<file path="config.mk">
export PLATFORM = sky130hd
export DESIGN_NAME = ccg_bist_driver
export DESIGN_NICKNAME = d
export VERILOG_FILES = /design/src/rtl/ccg_bist_driver.sv
export SDC_FILE = /design/constraint.sdc
export NUM_CORES = 1
export LEC_CHECK = 0
export ABC_AREA = 1
export BUFFER_PORTS_ARGS = -buffer_cell sky130_fd_sc_hd__buf_2
export CAP_MARGIN = 25
export CORE_ASPECT_RATIO = 0.9
export CORE_UTILIZATION = 30
export DETAILED_ROUTE_END_ITERATION = 8
export SLEW_MARGIN = 20
export SYNTH_ARGS = -nofsm -noshare
export SYNTH_HDL_FRONTEND = slang
export SYNTH_SLANG_ARGS = --single-unit
export TNS_END_PERCENT = 50
</file>
<file path="constraint.sdc">
create_clock -name clk -period 2.62 [get_ports clk]
set_input_delay 0.131 -clock clk [delete_from_list [all_inputs] [get_ports clk]]
set_output_delay 0.131 -clock clk [all_outputs]
set_load 0.02 [all_outputs]
</file>
<file path="src/rtl/ccg_bist_driver.sv">
// BIST driver for combinational benchmark CUTs: LFSR (or counter) stimulus, MISR response compaction.
// Define CCG_BIST_EXHAUSTIVE_EN for an exhaustive 0..2^IN_W-1 counter run instead of the LFSR.
module ccg_bist_driver #(
    parameter int                IN_W      = 11,
    parameter int                OUT_W     = 23,
    parameter int                SIG_W     = 32,
    parameter int                CNT_W     = 16,
    parameter int                N_VEC     = 2047,
    parameter logic [IN_W-1:0]   SEED      = IN_W'(1),
    parameter logic [IN_W-1:0]   TAPS      = IN_W'(11'h500),
    parameter logic [SIG_W-1:0]  MISR_POLY = SIG_W'(32'h04C11DB7),
    parameter int                DUT_LAT   = 0
) (
    input  logic              clk,
    input  logic              rst,
    input  logic              start,
    input  logic              hold,
    output logic [IN_W-1:0]   stim_o,
    input  logic [OUT_W-1:0]  resp_i,
    input  logic [SIG_W-1:0]  golden_i,
    output logic              busy,
    output logic              done,
    output logic              pass,
    output logic [SIG_W-1:0]  sig_o,
    output logic [CNT_W-1:0]  vec_cnt
);

`ifdef CCG_BIST_EXHAUSTIVE_EN
    localparam int              N_RUN      = 1 << IN_W;
    localparam logic [IN_W-1:0] START_STIM = '0;
`else
    localparam int              N_RUN      = N_VEC;
    localparam logic [IN_W-1:0] START_STIM = (SEED == '0) ? IN_W'(1) : SEED;
`endif

    typedef enum logic [1:0] {IDLE, RUN, DRAIN, DONE} state_t;

    state_t            state_reg, state_next;
    logic [IN_W-1:0]   stim_reg, stim_next;
    logic [SIG_W-1:0]  sig_reg, sig_next;
    logic [CNT_W-1:0]  vec_cnt_reg, vec_cnt_next;
    logic [CNT_W-1:0]  issue_cnt_reg;
    logic              run_start;
    logic              issue;
    logic              capture;
    logic              last_issue;
    logic              caps_done;
    logic              in_run;

    assign in_run     = (state_reg == RUN) || (state_reg == DRAIN);
    assign issue      = (state_reg == RUN) && !hold;
    assign last_issue = issue && (issue_cnt_reg == CNT_W'(N_RUN - 1));

`ifdef CCG_BIST_EXHAUSTIVE_EN
    assign stim_next = stim_reg + IN_W'(1);
`else
    assign stim_next = (stim_reg >> 1) ^ (stim_reg[0] ? TAPS : '0);
`endif

    assign sig_next     = {sig_reg[SIG_W-2:0], 1'b0}
                        ^ (sig_reg[SIG_W-1] ? MISR_POLY : '0)
                        ^ SIG_W'(resp_i);
    assign vec_cnt_next = vec_cnt_reg + CNT_W'(capture);
    // Counting captures (rather than peeking at the pipe) also covers the capture landing this edge.
    assign caps_done    = (vec_cnt_next == CNT_W'(N_RUN));

    // Valid pipeline mirrors the CUT latency; its tail marks the edge a response is due.
    generate
        if (DUT_LAT == 0) begin : g_nolat
            assign capture = issue;
        end else begin : g_lat
            logic [DUT_LAT-1:0] pipe_reg, pipe_next;
            for (genvar gi = 0; gi < DUT_LAT; gi++) begin : g_stage
                if (gi == 0) begin : g_head
                    assign pipe_next[gi] = issue;
                end else begin : g_body
                    assign pipe_next[gi] = pipe_reg[gi-1];
                end
            end
            always_ff @(posedge clk) begin
                if (rst || !in_run) begin
                    pipe_reg <= '0;
                end else begin
                    pipe_reg <= pipe_next;
                end
            end
            assign capture = pipe_reg[DUT_LAT-1];
        end
    endgenerate

    always_comb begin
        state_next = state_reg;
        run_start  = 1'b0;
        case (state_reg)
            IDLE, DONE: begin
                if (start) begin
                    state_next = RUN;
                    run_start  = 1'b1;
                end
            end
            RUN: begin
                if (last_issue) begin
                    state_next = caps_done ? DONE : DRAIN;
                end
            end
            DRAIN: begin
                if (caps_done) begin
                    state_next = DONE;
                end
            end
            default: state_next = IDLE;
        endcase
    end

    always_ff @(posedge clk) begin
        if (rst) begin
            state_reg     <= IDLE;
            stim_reg      <= '0;
            sig_reg       <= '0;
            vec_cnt_reg   <= '0;
            issue_cnt_reg <= '0;
        end else begin
            state_reg <= state_next;
            if (run_start) begin
                stim_reg      <= START_STIM;
                sig_reg       <= '0;
                vec_cnt_reg   <= '0;
                issue_cnt_reg <= '0;
            end else begin
                if (issue) begin
                    stim_reg      <= stim_next;
                    issue_cnt_reg <= issue_cnt_reg + CNT_W'(1);
                end
                if (capture) begin
                    sig_reg     <= sig_next;
                    vec_cnt_reg <= vec_cnt_next;
                end
            end
        end
    end

    assign stim_o  = stim_reg;
    assign busy    = in_run;
    assign done    = (state_reg == DONE);
    assign pass    = done && (sig_reg == golden_i);
    assign sig_o   = sig_reg;
    assign vec_cnt = vec_cnt_reg;

endmodule

</file>
==> results.py <==
metrics = {
    "run_status": {
        "outcome": "complete, no violations",
    },
    "timing": {
        "worst_pin_slew_ns": 0.625,
        "fin_worst_skew_ns": 0.00575,
        "period_needed_ns": 2.36,
        "max-slew-margin-rel_pct": 58.3,
        "max_freq_ghz": 0.423,
        "rsz0062_at_grt": "no",
        "hold_ws_ns": 0.0725,
        "hold_viol": 0,
        "fin_crit_sh_pct": 90.3,
        "setup_viol": 0,
        "fin_tns_setup_ns": 0,
        "slew_violations": 0,
    },
    "route": {
        "via_per_inst": 4.45,
        "totalWireLength_mm": 11.8,
        "ant_nets": 0,
        "dr.pass1.iters": 5,
        "drt_iter0_drc": 330,
        "wl_per_cell_um": 12.9,
        "drcViolationCount": 0,
        "vias": 4047,
    },
    "place": {
        "io_buffers": 120,
        "gp_congestion": 0.834,
        "placedInstanceArea_sq_mm": 0.00501,
        "place_hpwl_mm": 8.67,
    },
    "clocking": {
        "cts_sinks": 77,
        "htreeDepth": 3,
        "clock_path_buffers": 2,
        "root_buffer": "clkbuf_16",
        "path_clk_slew_ns": 0.06,
        "cts_buffers": 9,
        "clk_latency_ns": 0.34,
        "cts_tree": "built",
    },
    "yosys": {
        "ys_seq_area_share_pct": 35.7,
        "synth_enable_flop_cells": 0,
        "syn_inst": 606,
        "synth-seq-cells": 77,
        "synth_area_sq_mm": 0.00432,
        "synth_ff_type": "dfxtp_1",
        "yosysWarningCount": 0,
        "synth.avg_cell_area_sq_um": 7.13,
        "ys_async_sr_fraction_pct": 0,
        "ys_types": 38,
        "syn_nets": 673,
    },
    "setup_path": {
        "worstPathMaxFanout": 6,
        "slowest_stage": "dfxtp_1",
        "critPathRequiredTime_ns": 2.86,
        "r2r_end": "state_reg[1]$_SDFFE_PP0P_",
        "end_kind": "flip-flop",
        "r2r_cells": 17,
        "worstPathCellList": "inv_1, ha_2, inv_1, nor2_4, ha_1, ha_2, nand2_1, nor2_4, nand2_1, xor2_2, nand3_1, nor2_1, nand2_1, nand2_1, nand2_2, nor2_1, nor2_1",
        "critPathBufInv": 2,
        "crit_path_max_incr_delay_ns": 0.32,
        "critPathTopFamily": "simple AND/OR/NAND/NOR gates",
        "crit_path_frequent_cell": "nand2_1",
        "critPathKind": "flip-flop to flip-flop",
        "crit-reg2reg-launch": "state_reg[1]$_SDFFE_PP0P_",
        "arrival_ns": 2.60,
        "start_kind": "flip-flop",
        "ff2ff_setup_slack_ns": 0.26,
        "startpoint": "state_reg[1]$_SDFFE_PP0P_",
    },
    "cells_and_area": {
        "nets": 779,
        "layout_commonest_cell": "buf_2",
        "drive_gt1_share_pct": 24.8,
        "antennaDiodeCount": 0,
        "stdcell_area_sq_mm": 0.00538,
        "mostFrequentLayoutCells": "buf_2 (120), nand2_1 (88), dfxtp_1 (77)",
        "area_delta_synth_final_pct": 24.6,
        "regArea_sq_mm": 0.00154,
        "largest_reg_flops": 32,
        "fillers": 1533,
        "multi_input_area_sq_mm": 0.00229,
    },
    "global_routing": {
        "grt_pass1_vias": 3636,
        "grt_pass1_wl_mm": 18.5,
        "grt_max_degree": 53,
        "gr-total-overflow": 0,
        "antenna_found_initial": 0,
        "track_usage_pct": 16.2,
    },
    "power_and_ir_drop": {
        "power.leakage_nw": 2.46,
        "power.density_cell_area_mw_per_mm2": 815,
        "power_mw": 4.38,
        "peakVddDrop_mv": 0.315,
    },
    "job": {
        "maxCapViolations": 0,
    },
    "hold_path": {
        "whs_endpoint": "sig_o[9]$_SDFFE_PP0P_",
        "worstHoldPathType": "input pin to flip-flop",
        "min_path_cells": 3,
        "min_from": "resp_i[9]",
    },
    "die": {
        "io_pins": 121,
        "die_w_um": 128,
        "rows": 41,
        "die_h_um": 116,
        "die-area_sq_mm": 0.0149,
        "core_sq_mm": 0.0141,
        "initial_core_util_pct": 30.7,
    },
}
[synth_stat cells (7+ instances only)]
cell type / instances / area [sq um]
o21ai_0: 68 / 340
ha_1: 8 / 100
buf_4: 17 / 128
inv_1: 76 / 285
nand3_1: 19 / 95.1
dfxtp_1: 77 / 1540
clkbuf_1: 14 / 52.6
xor2_1: 17 / 149
nand2_1: 88 / 330
nor2_1: 66 / 248
nor3_1: 9 / 45.0
nand4_1: 7 / 43.8
a21oi_1: 48 / 240
xnor2_1: 31 / 272
[cells by family (layout without fill, tap and decap cells)]
family | after synthesis | in the layout | synth area share, %
compound gates | 136 | 136 | 17.0
flops | 77 | 77 | 35.7
xor+xnor | 48 | 48 | 9.74
fa+ha+maj | 8 | 8 | 2.32
simple gates | 220 | 220 | 23.6
buf+inv | 117 | 228 | 11.7
[routing by layer]
layer | routed length, um | GRT usage, % | share of wire (%) | up-vias
li1 | - | - | - | 2164
met1 | 6040 | 23.1 | 51 | 1794
met2 | 5010 | 23.4 | 43 | 77
met3 | 529 | 3.79 | 4.5 | 12
met4 | 184 | 6.59 | 1.6 | 0
met5 | 0 | 0 | 0 | -
[where the power goes]
part	internal [mW]	switching, mW	total, mW
sequential	1.34	0.199	1.54
clock	0.815	0.501	1.32
combinational	0.538	0.987	1.53
total	2.70	1.69	4.38
[worst max-delay path by stage]
stage                                     end  depth (start not counted)  slack [ns]
CTS                 state_reg[1]$_SDFFE_PP0P_                         18        0.22
global placement    state_reg[1]$_SDFFE_PP0P_                         17        0.29
detailed placement  state_reg[1]$_SDFFE_PP0P_                         17        0.26
finish              state_reg[1]$_SDFFE_PP0P_                         17        0.26
global route        state_reg[0]$_SDFFE_PP0P_                         19      0.0004
floorplan           state_reg[1]$_SDFFE_PP0P_                         19         0.1
[per-stage QoR]
step                utilization [%]  setup slack (ns)  cells
global placement               35.7             0.289    889
finish                         38.3             0.255    910
detailed placement             35.7             0.257    889
global route                   38.3          0.000416    910
CTS                            38.0             0.224    906
floorplan                         -            0.0998    606
[worst reg2reg max path, delay by kind of cell, from the launching register on]
kind | cells | cell delay, ns
xor+xnor | 1 | 0.15
simple gates | 11 | 1.12
flops | 1 | 0.32
buf+inv | 2 | 0.15
fa+ha+maj | 3 | 0.53
[layout make-up]
cell class | count | area share (%)
Multi-Input combinational cell | 412 | 42.5
Sequential cell | 77 | 28.7
Timing Repair Buffer | 133 | 13.0
Inverter | 79 | 5.51
Clock buffer | 13 | 5.02
Tap cell | 193 | 4.49
Clock inverter | 3 | 0.791
[repair_timing]
item | 4_1_cts | 5_1_grt
gates resized for setup | 0 | 3
setup endpoints to repair | 0 | 2
endpoints found under the hold margin | 1 | 0
setup buffers | 0 | 4
hold buffers | 1 | 0
Note: power is estimated with default switching activity, not from simulation.
